===== config.mk =====
export PLATFORM = sky130hd
export DESIGN_NAME = player_rect_ctl
export DESIGN_NICKNAME = d
export VERILOG_FILES = /design/src/rtl/player_rect_ctl_pkg.sv /design/src/rtl/player_rect_ctl_rect_hit.sv /design/src/rtl/player_rect_ctl.sv
export SDC_FILE = /design/constraint.sdc
export NUM_CORES = 1
export LEC_CHECK = 0
export ABC_AREA = 1
export BUFFER_PORTS_ARGS = -buffer_cell sky130_fd_sc_hd__clkbuf_2
export CORE_MARGIN = 2
export CORE_UTILIZATION = 51
export CTS_CLUSTER_SIZE = 28
export DETAILED_ROUTE_END_ITERATION = 10
export GPL_TIMING_DRIVEN = 0
export PLACE_DENSITY = 0.83
export SYNTH_ARGS = -nofsm -noshare
export SYNTH_HDL_FRONTEND = slang
export SYNTH_SLANG_ARGS = --single-unit

===== constraint.sdc =====
create_clock -name clk -period 5 [get_ports clk]
set_clock_uncertainty 0.05 [all_clocks]
set_input_delay 0 -clock clk [delete_from_list [all_inputs] [get_ports clk]]
set_output_delay 0 -clock clk [all_outputs]
set_load 0.02 [all_outputs]

===== src/rtl/player_rect_ctl_pkg.sv =====
// Shared types and constants for the player rectangle controller.
// Holds the vertical motion state encoding and the screen geometry.
package player_rect_ctl_pkg;

   typedef enum logic [1:0] {
      GROUND = 2'd0,
      RISE   = 2'd1,
      FALL   = 2'd2
   } jump_state_t;

   localparam int SCREEN_W = 1024;
   localparam int SCREEN_H = 768;
   localparam int COORD_W  = 11;
   localparam int VEL_W    = 6;

   // Falling speed grows until it pins at the largest 6-bit magnitude.
   function automatic logic [VEL_W-1:0] vel_sat_add(input logic [VEL_W-1:0] a,
                                                    input logic [VEL_W-1:0] b);
      logic [VEL_W:0] s;
      s = {1'b0, a} + {1'b0, b};
      return s[VEL_W] ? {VEL_W{1'b1}} : s[VEL_W-1:0];
   endfunction

endpackage


===== src/rtl/player_rect_ctl_rect_hit.sv =====
// Registered point-in-rectangle test for the pixel path (1 clock latency).
// Sums are widened to 12 bits so the right/bottom edges never wrap.
module rect_hit
   import player_rect_ctl_pkg::*;
#(
   parameter int RECT_W = 64,
   parameter int RECT_H = 96
) (
   input  logic               clk,
   input  logic               rst_n,
   input  logic [COORD_W-1:0] i_hcount,
   input  logic [COORD_W-1:0] i_vcount,
   input  logic [COORD_W-1:0] i_x,
   input  logic [COORD_W-1:0] i_y,
   output logic               o_hit
);

   logic [COORD_W:0] w_h;
   logic [COORD_W:0] w_v;
   logic [COORD_W:0] w_x;
   logic [COORD_W:0] w_y;
   logic [COORD_W:0] w_x_end;
   logic [COORD_W:0] w_y_end;
   logic             w_hit;
   logic             r_hit;

   assign w_h     = {1'b0, i_hcount};
   assign w_v     = {1'b0, i_vcount};
   assign w_x     = {1'b0, i_x};
   assign w_y     = {1'b0, i_y};
   assign w_x_end = w_x + (COORD_W+1)'(RECT_W);
   assign w_y_end = w_y + (COORD_W+1)'(RECT_H);

   assign w_hit = (w_h >= w_x) && (w_h < w_x_end) &&
                  (w_v >= w_y) && (w_v < w_y_end);

   always_ff @(posedge clk or negedge rst_n) begin
      if (!rst_n) begin
         r_hit <= 1'b0;
      end else begin
         r_hit <= w_hit;
      end
   end

   assign o_hit = r_hit;

endmodule


===== src/rtl/player_rect_ctl.sv =====
// Player rectangle: per-frame walk and jump/gravity motion, plus registered
// per-pixel coverage and colour aligned with draw_bg's one-cycle-delayed counters.
module player_rect_ctl
   import player_rect_ctl_pkg::*;
#(
   parameter int          RECT_W     = 64,
   parameter int          RECT_H     = 96,
   parameter logic [11:0] RECT_COLOR = 12'hF80,
   parameter int          SCREEN_W   = 1024,
   parameter int          X_INIT     = 100,
   parameter int          GROUND_Y   = 600,
   parameter int          H_STEP     = 4,
   parameter int          JUMP_V0    = 20,
   parameter int          GRAVITY    = 1
) (
   input  logic        clk,
   input  logic        rst_n,
   input  logic [10:0] hcount_in,
   input  logic [10:0] vcount_in,
   input  logic        vsync_in,
   input  logic        move_left,
   input  logic        move_right,
   input  logic        jump,
   output logic        rectangle_on,
   output logic [11:0] rgb_rectangle,
   output logic [10:0] rect_x,
   output logic [10:0] rect_y,
   output logic        airborne
);

   localparam logic signed [11:0] H_STEP_S = 12'(H_STEP);
   localparam logic signed [11:0] X_MAX_S  = 12'(SCREEN_W - RECT_W);
   localparam logic [10:0]        X_RST    = 11'(X_INIT);
   localparam logic [10:0]        Y_GND    = 11'(GROUND_Y);
   localparam logic [11:0]        Y_GND_12 = 12'(GROUND_Y);
   localparam logic [5:0]         V0       = 6'(JUMP_V0);
   localparam logic [5:0]         GRAV     = 6'(GRAVITY);

   logic               r_vsync_d;
   logic               w_tick;
   logic [10:0]        r_x;
   logic [10:0]        r_y;
   logic [5:0]         r_vel;
   jump_state_t        r_state;
   logic               r_airborne;
   logic [11:0]        r_rgb;

   logic [10:0]        w_x_nxt;
   logic [10:0]        w_y_nxt;
   logic [5:0]         w_vel_nxt;
   jump_state_t        w_state_nxt;

   logic signed [11:0] w_x_s;
   logic signed [11:0] w_x_dec;
   logic signed [11:0] w_x_inc;
   logic [10:0]        w_vel_ext;
   logic [5:0]         w_vel_fall;
   logic [11:0]        w_y_fall;

   // Frame tick: single-cycle pulse on the rising edge of vsync.
   assign w_tick = vsync_in & ~r_vsync_d;

   assign w_x_s   = signed'({1'b0, r_x});
   assign w_x_dec = w_x_s - H_STEP_S;
   assign w_x_inc = w_x_s + H_STEP_S;

   always_comb begin
      w_x_nxt = r_x;
      if (w_tick) begin
         if (move_left && !move_right) begin
            w_x_nxt = (w_x_dec < 12'sd0) ? 11'd0 : w_x_dec[10:0];
         end else if (move_right && !move_left) begin
            w_x_nxt = (w_x_inc > X_MAX_S) ? X_MAX_S[10:0] : w_x_inc[10:0];
         end
      end
   end

   assign w_vel_ext  = {5'b0, r_vel};
   assign w_vel_fall = vel_sat_add(r_vel, GRAV);
   assign w_y_fall   = {1'b0, r_y} + {6'b0, w_vel_fall};

   always_comb begin
      w_state_nxt = r_state;
      w_y_nxt     = r_y;
      w_vel_nxt   = r_vel;
      if (w_tick) begin
         case (r_state)
            GROUND: begin
               if (jump) begin
                  w_state_nxt = RISE;
                  w_vel_nxt   = V0;
               end
            end
            RISE: begin
               // Rising faster than the remaining headroom hits the ceiling.
               if (w_vel_ext > r_y) begin
                  w_y_nxt     = 11'd0;
                  w_vel_nxt   = 6'd0;
                  w_state_nxt = FALL;
               end else begin
                  w_y_nxt = r_y - w_vel_ext;
                  if (r_vel <= GRAV) begin
                     w_vel_nxt   = 6'd0;
                     w_state_nxt = FALL;
                  end else begin
                     w_vel_nxt = r_vel - GRAV;
                  end
               end
            end
            FALL: begin
               if (w_y_fall >= Y_GND_12) begin
                  w_y_nxt     = Y_GND;
                  w_vel_nxt   = 6'd0;
                  w_state_nxt = GROUND;
               end else begin
                  w_y_nxt   = w_y_fall[10:0];
                  w_vel_nxt = w_vel_fall;
               end
            end
            default: begin
               w_state_nxt = GROUND;
               w_y_nxt     = Y_GND;
               w_vel_nxt   = 6'd0;
            end
         endcase
      end
   end

   always_ff @(posedge clk or negedge rst_n) begin
      if (!rst_n) begin
         r_vsync_d  <= 1'b0;
         r_x        <= X_RST;
         r_y        <= Y_GND;
         r_vel      <= 6'd0;
         r_state    <= GROUND;
         r_airborne <= 1'b0;
         r_rgb      <= 12'h000;
      end else begin
         r_vsync_d  <= vsync_in;
         r_x        <= w_x_nxt;
         r_y        <= w_y_nxt;
         r_vel      <= w_vel_nxt;
         r_state    <= w_state_nxt;
         r_airborne <= (w_state_nxt != GROUND);
         r_rgb      <= RECT_COLOR;
      end
   end

   // Coverage uses the position held before this cycle's update.
   rect_hit #(
      .RECT_W (RECT_W),
      .RECT_H (RECT_H)
   ) u_rect_hit (
      .clk      (clk),
      .rst_n    (rst_n),
      .i_hcount (hcount_in),
      .i_vcount (vcount_in),
      .i_x      (r_x),
      .i_y      (r_y),
      .o_hit    (rectangle_on)
   );

   assign rgb_rectangle = r_rgb;
   assign rect_x        = r_x;
   assign rect_y        = r_y;
   assign airborne      = r_airborne;

endmodule


==> results of run 1 <==
-- tightest hold or removal path, cell delays in order --
cell	delay, ps
clkbuf_2	90
ha_1	130
inv_1	40
nand2_1	60
nand2_1	40
nand2_1	50
nor2_1	40
-- stage by stage --
stage,hold WS (ps),setup slack (ps),utilization,cells,instance area [sq um]
after detailed placement,83.9,1570,0.582,760,4520
after CTS,133,1530,0.595,770,4620
after floorplan,-346,2180,-,606,4130
after global routing,178,1150,0.595,770,4620
final,130,1490,0.595,770,4620
after global placement,78.0,1710,0.582,760,4520
-- cell families after synthesis --
| family | synth area share |
|---|---|
| and+or+nand+nor | 0.296 |
| buffers and inverters | 0.123 |
| AOI/OAI and AO/OA | 0.131 |
| adders and majority gates | 0.187 |
| DFF | 0.197 |
| xor gates and xnor gates | 0.0638 |
| other | 0.00183 |
-- synth_stat cells, types with 2 or more instances --
| master | count | share of area |
|---|---|---|
| a21boi_0 | 3 | 0.0055 |
| a21boi_1 | 2 | 0.0037 |
| a21oi_1 | 30 | 0.037 |
| a21oi_2 | 2 | 0.0043 |
| a22oi_1 | 4 | 0.0073 |
| a31oi_1 | 3 | 0.0046 |
| buf_2 | 3 | 0.0037 |
| buf_4 | 14 | 0.026 |
| buf_6 | 3 | 0.0082 |
| clkbuf_1 | 3 | 0.0027 |
| clkinv_1 | 3 | 0.0027 |
| conb_1 | 2 | 0.0018 |
| dfrtp_1 | 25 | 0.15 |
| dfstp_2 | 7 | 0.045 |
| fa_1 | 2 | 0.0098 |
| ha_1 | 58 | 0.18 |
| inv_1 | 81 | 0.074 |
| inv_2 | 4 | 0.0037 |
| nand2_1 | 157 | 0.14 |
| nand2_2 | 5 | 0.0076 |
| nand3_1 | 40 | 0.049 |
| nand3b_1 | 6 | 0.011 |
| nand4_1 | 10 | 0.015 |
| nor2_1 | 42 | 0.038 |
| nor3_1 | 8 | 0.0098 |
| nor3_2 | 2 | 0.0049 |
| o2111ai_1 | 2 | 0.0043 |
| o21ai_0 | 20 | 0.024 |
| o21ai_2 | 2 | 0.0043 |
| o22ai_1 | 7 | 0.011 |
| o22ai_2 | 2 | 0.0061 |
| or2_2 | 3 | 0.0046 |
| xnor2_1 | 3 | 0.0064 |
| xor2_1 | 25 | 0.053 |
-- sequential cells by signal, summed over array words and instances (netlist names) --
signal / flops
airborne: 1
r_state: 2
r_vel: 6
r_vsync_d: 1
rect_x: 9
rect_y: 11
rgb_rectangle: 1
u_rect_hit.o_hit: 1
-- final timing paths --
kind	cells past startpoint	from	to	slack [ps]
max	22	r_vel[0]$_DFFE_PN0P_	rect_y[2]$_DFFE_PN0P_	1490
min	7	hcount_in[10]	u_rect_hit.o_hit$_DFF_PN0_	130
max reg2reg	22	r_vel[0]$_DFFE_PN0P_	rect_y[2]$_DFFE_PN0P_	1490
min reg2reg	2	r_vel[5]$_DFFE_PN0P_	r_vel[5]$_DFFE_PN0P_	460
max in group asynchronous	2	rst_n	r_vel[5]$_DFFE_PN0P_	4050
min in group asynchronous	2	rst_n	rgb_rectangle[7]$_DFF_PN0_	290
-- routing by layer --
metal	share of wire	vias up	global-route usage
met3	0.058	20	0.0457
met4	0.015	0	0.0688
li1	-	2054	-
met5	0	-	0
met1	0.45	1897	0.317
met2	0.48	143	0.431
-- power by group --
part,internal [W],switching (W)
Combinational,0.000734,0.00126
Clock,0.0000979,0.000109
Sequential,0.000363,0.000126
Total,0.00119,0.00149
-- layout make-up --
cell class	count	area [sq um]	share of cell area
sequential	32	810	0.175
tap	102	128	0.0276
inverter	88	330	0.0715
clock buffer	7	76.3	0.0165
timing repair buffer	54	280	0.0607
buffer	25	174	0.0376
multi-input combinational	461	2820	0.610
clock inverter	1	5.00	0.00108
-- what timing repair did --
item / CTS / global route
hold buffers: 2 / 0
setup buffers: 0 / 0
endpoints found under the hold margin: 26 / 0
==> qor.txt, run 1 <==
ANT nets after route - 0
Drt pass-1 iters - 8
Most frequent CP cell - nand2_1
Die Ht - 93.7 um
Total Power - 0.00269 W
EDFF count, synth - 0
Ys async rst share - 1.00
Cell family with most CP delay - simple AND/OR/NAND/NOR gates
Largest net degree at the start of global routing - 33
GRT Total Usage - 0.249
Pleak - 2.55 nW
Vias in the first global route - 3933
DR WL/cell - 13.5 um
Fmax - 285 MHz
CP max stage cell - dfrtp_1
Most frequent cells in the layout - 157 x nand2_1, 81 x inv_1, 58 x ha_1, 53 x clkbuf_2, 42 x nor2_1
TNS Setup - 0 ps
Clk root buf - clkbuf_8
Initial antenna violation count - 0
H-tree depth - 2
Core Area - 7770 sq um
Num CTS Buffers - 5
Clock Sinks - 32
Final setup fails - 0
Total length of routed wires - 10400 um
RSZ-0062 raised after global routing - false
Crit Path Max Fanout - 10
Syn avg cell area - 6.86 sq um
CTS clk-pin slew, worst paths - 70 ps
Power Density - 581 nW/um^2
Most common cell after layout, fill and taps aside - nand2_1
CP cell instances - ha_1, nand2_1, nor2_1, inv_1, nor2_1, inv_1, nor2_1, inv_1, nand2_1, ha_1, fa_1, nand2_1, nand2_1, nand3_2, nand2_2, nand3_1, a22oi_4, nand2_4, buf_6, o22ai_1, nand2_1, nand2_1
Die area - 8770 sq um
TritonCTS clock tree - done
Worst-Skew Late Latency - 300 ps
Startpoint types - flip-flop
Post-synth cell types - 49
Fill count - 748
Seq/Total Area, Yosys - 0.197
Crit path required time - 5190 ps
Number of remaining DRC errors - 0
Dominant synthesized flop cell - dfrtp_1
Ratio of cells with drive above 1 in the final layout - 0.171
Chip width - 93.7 um
DP HPWL - 8300 um
Drt initial violations - 292
Rows - 32
Global-route wire length before repair - 17600 um
Final period utilization - 0.702
Grt ovf - 0
Area growth from synthesis to layout - 12.7%
Slew Limit Headroom - 0.420
Post-layout minimum cycle time - 3510 ps
Buffers on Ports - 52
PostCTS Resize Cnt - 0
Via count - 4114
Final hold vios - 0
Critical Path Max Stage Delay - 520 ps
Slew Viols, Final - 0
Num ports - 64
Starting density of the core - 0.528
Critical path arrival - 3700 ps
Slew @ Worst Pin - 869 ps
Post-synthesis register bit count - 32
RePlAce Congestion - 1.00
Worst Setup End Kind - flip-flop
Peak supply drop - 0.233 mV
Final net count - 755
Antenna Cells - 0
Cell Area, Synth - 4100 sq um
Drt via density - 5.34
Status - complete, no violations
Post-Syn Instances - 598
Kind of critical path - flip-flop to flip-flop
Yosys warning total - 0
Maxcap violations - 0
Hold Crit Class - primary input to flip-flop
Crit path buf inv count - 4
Clock Tree Buf Depth - 2
(Power assumes the default switching activity.)
==> run 2: changes to the inputs <==
- clock period: 5 -> 3.6 ns (I/O delays scaled with it)
==> qor.txt, run 2 (same netlist as run 1, synthesis figures left out) <==
Status - complete, no violations
Cell family with most CP delay - simple AND/OR/NAND/NOR gates
Ratio of cells with drive above 1 in the final layout - 0.180 (+0.00940)
Final period utilization - 0.912 (+0.211)
TritonCTS clock tree - done
Core Area - 7770 sq um (unchanged)
Power Density - 809 nW/um^2 (+39%)
Clk root buf - clkbuf_8
Fill count - 740 (-1.1%)
Max FFs per register - 11 (unchanged)
Startpoint types - flip-flop
Maxcap violations - 0 (unchanged)
Final hold vios - 0 (unchanged)
Clock Sinks - 32 (unchanged)
Worst path depth - 25 (+14%)
Crit path buf inv count - 4 (unchanged)
Most frequent cells in the layout - 156 x nand2_1, 81 x inv_1, 57 x ha_1, 53 x clkbuf_2, 42 x nor2_1
Global-route wire length before repair - 17600 um (unchanged)
Final net count - 759 (+0.53%)
Area growth from synthesis to layout - 13.5%
Vias in the first global route - 3933 (unchanged)
Hold Crit Class - primary input to flip-flop
Buffers on Ports - 52 (unchanged)
DP HPWL - 8300 um (unchanged)
Kind of critical path - flip-flop to flip-flop
Final setup fails - 0 (unchanged)
R2R cell count - 25 (+14%)
CTS clk-pin slew, worst paths - 70 ps (about the same)
Pleak - 2.56 nW (+0.68%)
Slew @ Worst Pin - 868 ps (-1.80 ps)
Hold depth - 7 (unchanged)
Slew Viols, Final - 0 (unchanged)
Drt initial violations - 300 (+2.7%)
Via count - 4173 (+1.4%)
Drt pass-1 iters - 5 (-3)
Most common cell after layout, fill and taps aside - nand2_1
Crit path required time - 3790 ps (-1400 ps)
Most frequent CP cell - nand2_1
Num CTS Buffers - 5 (unchanged)
Final instance area - 4660 sq um (+0.79%)
Crit Path Max Fanout - 10 (unchanged)
Total Power - 0.00377 W (+40%)
Largest net degree at the start of global routing - 33 (unchanged)
Chip width - 93.7 um (unchanged)
Num ports - 64 (unchanged)
Clock Tree Buf Depth - 2 (unchanged)
GRT Total Usage - 0.249 (unchanged)
DP Area - 4520 sq um (unchanged)
Fmax - 304 MHz (+6.8%)
Worst-Skew Late Latency - 300 ps (about the same)
Starting density of the core - 0.528 (unchanged)
Worst Setup End Kind - flip-flop
Critical Path Max Stage Delay - 450 ps (-70 ps)
Total length of routed wires - 10400 um (+0.30%)
Die area - 8770 sq um (unchanged)
H-tree depth - 2 (unchanged)
Rows - 32 (unchanged)
Drt via density - 5.39 (+0.91%)
Die Ht - 93.7 um (unchanged)
TNS Setup - 0 ps (unchanged)
RSZ-0062 raised after global routing - false
Grt ovf - 0 (unchanged)
Antenna Cells - 0 (unchanged)
Critical path arrival - 3480 ps (-220 ps)
Slew Limit Headroom - 0.422 (+0.00120)
RePlAce Congestion - 1.00 (unchanged)
Peak supply drop - 0.323 mV (+38%)
Number of remaining DRC errors - 0 (unchanged)
Initial antenna violation count - 0 (unchanged)
DR WL/cell - 13.5 um (-0.22%)
CP max stage cell - dfrtp_2
ANT nets after route - 0 (unchanged)
Post-layout minimum cycle time - 3280 ps (-224 ps)
[run 2: tightest hold or removal path, delay by kind of cell]
kind          cells  cell delay (ps)
simple gates      4              190
buf+inv           2              130
fa+ha+maj         1              130
[run 2: metrics by stage]
step                      hold WS [ps]  instances  utilization  worst slack [ps]
after floorplan                   -346        606            -               779
after global placement            78.0        760        0.582               312
after detailed placement          83.9        760        0.582               172
after CTS                          133        770        0.595               134
after global routing               178        774        0.599              7.45
final                              130        774        0.599               316
[run 2: layer usage]
metal / wire [um] / GRT usage / part of all wire
met1: 4630 / 0.317 / 0.44
met2: 4940 / 0.431 / 0.47
met3: 674 / 0.0457 / 0.065
met4: 189 / 0.0688 / 0.018
met5: 0 / 0 / 0
[run 2: area by class of cell]
cell class | instances | area, sq um | share of cell area
timing repair buffer | 58 | 310 | 0.0666
multi-input combinational | 461 | 2820 | 0.606
tap | 102 | 128 | 0.0274
clock inverter | 1 | 5.00 | 0.00107
inverter | 88 | 330 | 0.0709
clock buffer | 7 | 76.3 | 0.0164
buffer | 25 | 174 | 0.0374
sequential | 32 | 811 | 0.174
[run 2: power breakdown]
| part | total (W) | leakage, nW | internal, W | switching, W |
|---|---|---|---|---|
| clock network | 0.000285 | 0.0422 | 0.000136 | 0.000149 |
| registers | 0.000674 | 0.387 | 0.000505 | 0.000169 |
| logic | 0.00281 | 2.14 | 0.00105 | 0.00176 |
| total | 0.00377 | 2.56 | 0.00169 | 0.00208 |
[run 2: what timing repair did]
item,in CTS,in global routing
endpoints found under the setup margin,0,19
setup buffers,0,4
resized for setup,0,3
hold buffers,2,0
endpoints found under the hold margin,26,0
[run 2: path summary, 6_finish.rpt]
| path | start | to | slack, ps |
|---|---|---|---|
| max | r_vel[0]$_DFFE_PN0P_ | rect_y[2]$_DFFE_PN0P_ | 320 |
| min | hcount_in[10] | u_rect_hit.o_hit$_DFF_PN0_ | 130 |
| max reg2reg | r_vel[0]$_DFFE_PN0P_ | rect_y[2]$_DFFE_PN0P_ | 320 |
| min reg2reg | r_vel[5]$_DFFE_PN0P_ | r_vel[5]$_DFFE_PN0P_ | 460 |
| max in group asynchronous | rst_n | r_vel[0]$_DFFE_PN0P_ | 2600 |
| min in group asynchronous | rst_n | rgb_rectangle[7]$_DFF_PN0_ | 290 |
==> run 3: changes to the inputs <==
==> constraint.sdc (replaced) <==
create_clock -name clk -period 3.6 [get_ports clk]
set_clock_uncertainty 0.05 [all_clocks]
set_input_delay 0.72 -clock clk [delete_from_list [all_inputs] [get_ports clk]]
set_output_delay 0.72 -clock clk [all_outputs]
set_load 0.02 [all_outputs]
==> qor.txt, run 3 (same netlist as run 1, synthesis figures left out) <==
Post-route insts no fill - 772 (-0.26%)
Hold Buf Count CTS - 0 (-2)
Peak supply drop - 0.324 mV (+0.33%)
Total Power - 0.00377 W (about the same)
Pleak - 2.56 nW (-0.33%)
Post-Place Cells - 760 (unchanged)
WL met3 - 622 um (-7.7%)
Die area - 8770 sq um (unchanged)
Ratio of cells with drive above 1 in the final layout - 0.181 (+0.000537)
Worst Setup End Kind - flip-flop
Global-route wire length before repair - 17500 um (-0.27%)
TNS Setup - 0 ps (unchanged)
Via count - 4159 (-0.34%)
Die Ht - 93.7 um (unchanged)
Area growth from synthesis to layout - 13.1%
Final hold vios - 0 (unchanged)
Post-layout minimum cycle time - 3290 ps (+7.52 ps)
Max FFs per register - 11 (unchanged)
H-tree depth - 2 (unchanged)
Slew Viols, Final - 0 (unchanged)
DR WL met2 - 4970 um (+0.69%)
Drt pass-1 iters - 6 (+1)
Drt via density - 5.39 (about the same)
Slew Limit Headroom - 0.422 (+0.000777)
Grt ovf - 0 (unchanged)
Top sig layer - met4
Buffers on Ports - 52 (unchanged)
Slew @ Worst Pin - 866 ps (-1.16 ps)
Fmax - 304 MHz (-0.23%)
Number of remaining DRC errors - 0 (unchanged)
Hold Crit Class - flip-flop to flip-flop
Critical path arrival - 3490 ps (about the same)
Vias in the first global route - 3915 (-0.46%)
DR WL/cell - 13.5 um (+0.51%)
Num ports - 64 (unchanged)
Num CTS Buffers - 5 (unchanged)
Worst-Skew Late Latency - 300 ps (about the same)
Maxcap violations - 0 (unchanged)
Clock Sinks - 32 (unchanged)
Startpoint types - flip-flop
Antenna Cells - 0 (unchanged)
Starting density of the core - 0.528 (unchanged)
Total length of routed wires - 10500 um (+0.25%)
GRT Total Usage - 0.248 (-0.000679)
TritonCTS clock tree - done
ANT nets after route - 0 (unchanged)
Status - complete, no violations
Largest net degree at the start of global routing - 33 (unchanged)
DP HPWL - 8300 um (unchanged)
Crit path required time - 3790 ps (about the same)
Crit Path Max Fanout - 10 (unchanged)
Power Density - 813 nW/um^2 (+0.48%)
RSZ-0062 raised after global routing - false
Clk root buf - clkbuf_8
Initial antenna violation count - 0 (unchanged)
Drt initial violations - 329 (+9.7%)
CTS clk-pin slew, worst paths - 70 ps (about the same)
Rows - 32 (unchanged)
Most frequent cells in the layout - 156 x nand2_1, 81 x inv_1, 57 x ha_1, 53 x clkbuf_2, 42 x nor2_1
Core Area - 7770 sq um (unchanged)
M1 wire length - 4690 um (+1.4%)
Chip width - 93.7 um (unchanged)
Most common cell after layout, fill and taps aside - nand2_1
Clock Tree Buf Depth - 2 (unchanged)
RePlAce Congestion - 1.00 (unchanged)
Kind of critical path - flip-flop to flip-flop
Final period utilization - 0.914 (+0.00209)
Final net count - 757 (-0.26%)
Final setup fails - 0 (unchanged)
-- run 3: cell type report --
| class | instances | area [sq um] |
|---|---|---|
| clock inverters | 1 | 5.00 |
| flip-flops and latches | 32 | 811 |
| inverters | 88 | 330 |
| clock buffers | 7 | 76.3 |
| fillers | 744 | 3130 |
| multi-input cells | 461 | 2820 |
| repair buffers | 56 | 290 |
| well taps | 102 | 128 |
| plain buffers | 25 | 174 |
-- run 3: through the flow --
| step | setup WS, ps | hold WS, ps | instance area [sq um] | util |
|---|---|---|---|---|
| 2_1_floorplan | 779 | 374 | 4130 | - |
| 3_3_place_gp | 312 | 426 | 4520 | 0.582 |
| 3_5_place_dp | 172 | 449 | 4520 | 0.582 |
| 4_1_cts | 134 | 466 | 4600 | 0.592 |
| 5_1_grt | 7.45 | 488 | 4640 | 0.597 |
| 6_report | 308 | 458 | 4640 | 0.597 |
-- run 3: power by group --
group | total (W) | internal (W) | switching [W]
Sequential | 0.000674 | 0.000505 | 0.000169
Clock | 0.000286 | 0.000136 | 0.000151
Combinational | 0.00281 | 0.00104 | 0.00176
-- run 3: repair_timing --
action                     4_1_cts  5_1_grt
setup endpoints to repair        0       19
gates resized for setup          0        3
buffers inserted                 0        4
-- run 3: worst paths after layout --
| kind | cells past startpoint | slack [ps] | startpoint | end |
|---|---|---|---|---|
| max | 25 | 310 | r_vel[0]$_DFFE_PN0P_ | rect_y[2]$_DFFE_PN0P_ |
| min in group asynchronous | 1 | 470 | rst_n | rgb_rectangle[7]$_DFF_PN0_ |
| max reg2reg | 25 | 310 | r_vel[0]$_DFFE_PN0P_ | rect_y[2]$_DFFE_PN0P_ |
| max in group asynchronous | 1 | 2430 | rst_n | r_vel[0]$_DFFE_PN0P_ |
| min reg2reg | 2 | 460 | r_vel[5]$_DFFE_PN0P_ | r_vel[5]$_DFFE_PN0P_ |
| min | 2 | 460 | r_vel[5]$_DFFE_PN0P_ | r_vel[5]$_DFFE_PN0P_ |
-- run 3: worst max-delay path, stage by stage (launching register included) --
cell,delay [ps]
dfrtp_2,450
ha_1,220
nand2_1,70
nor2_1,50
inv_1,60
nor2_1,60
inv_1,60
nor2_1,50
inv_1,130
nand2_1,80
ha_2,210
fa_1,390
nand2_1,110
nand2_2,100
nand3_2,100
nand2_2,70
nand2_1,60
nand2_1,60
nor2_1,100
nand2_1,80
nand2_2,110
nand2_4,90
buf_6,170
o22ai_1,180
nand2_1,70
nand2_1,60
-- run 3: metal layers --
layer  vias up  track usage
li1       2062            -
met5         -            0
met2       165        0.429
met4         0       0.0688
met1      1906        0.317
met3        26       0.0457
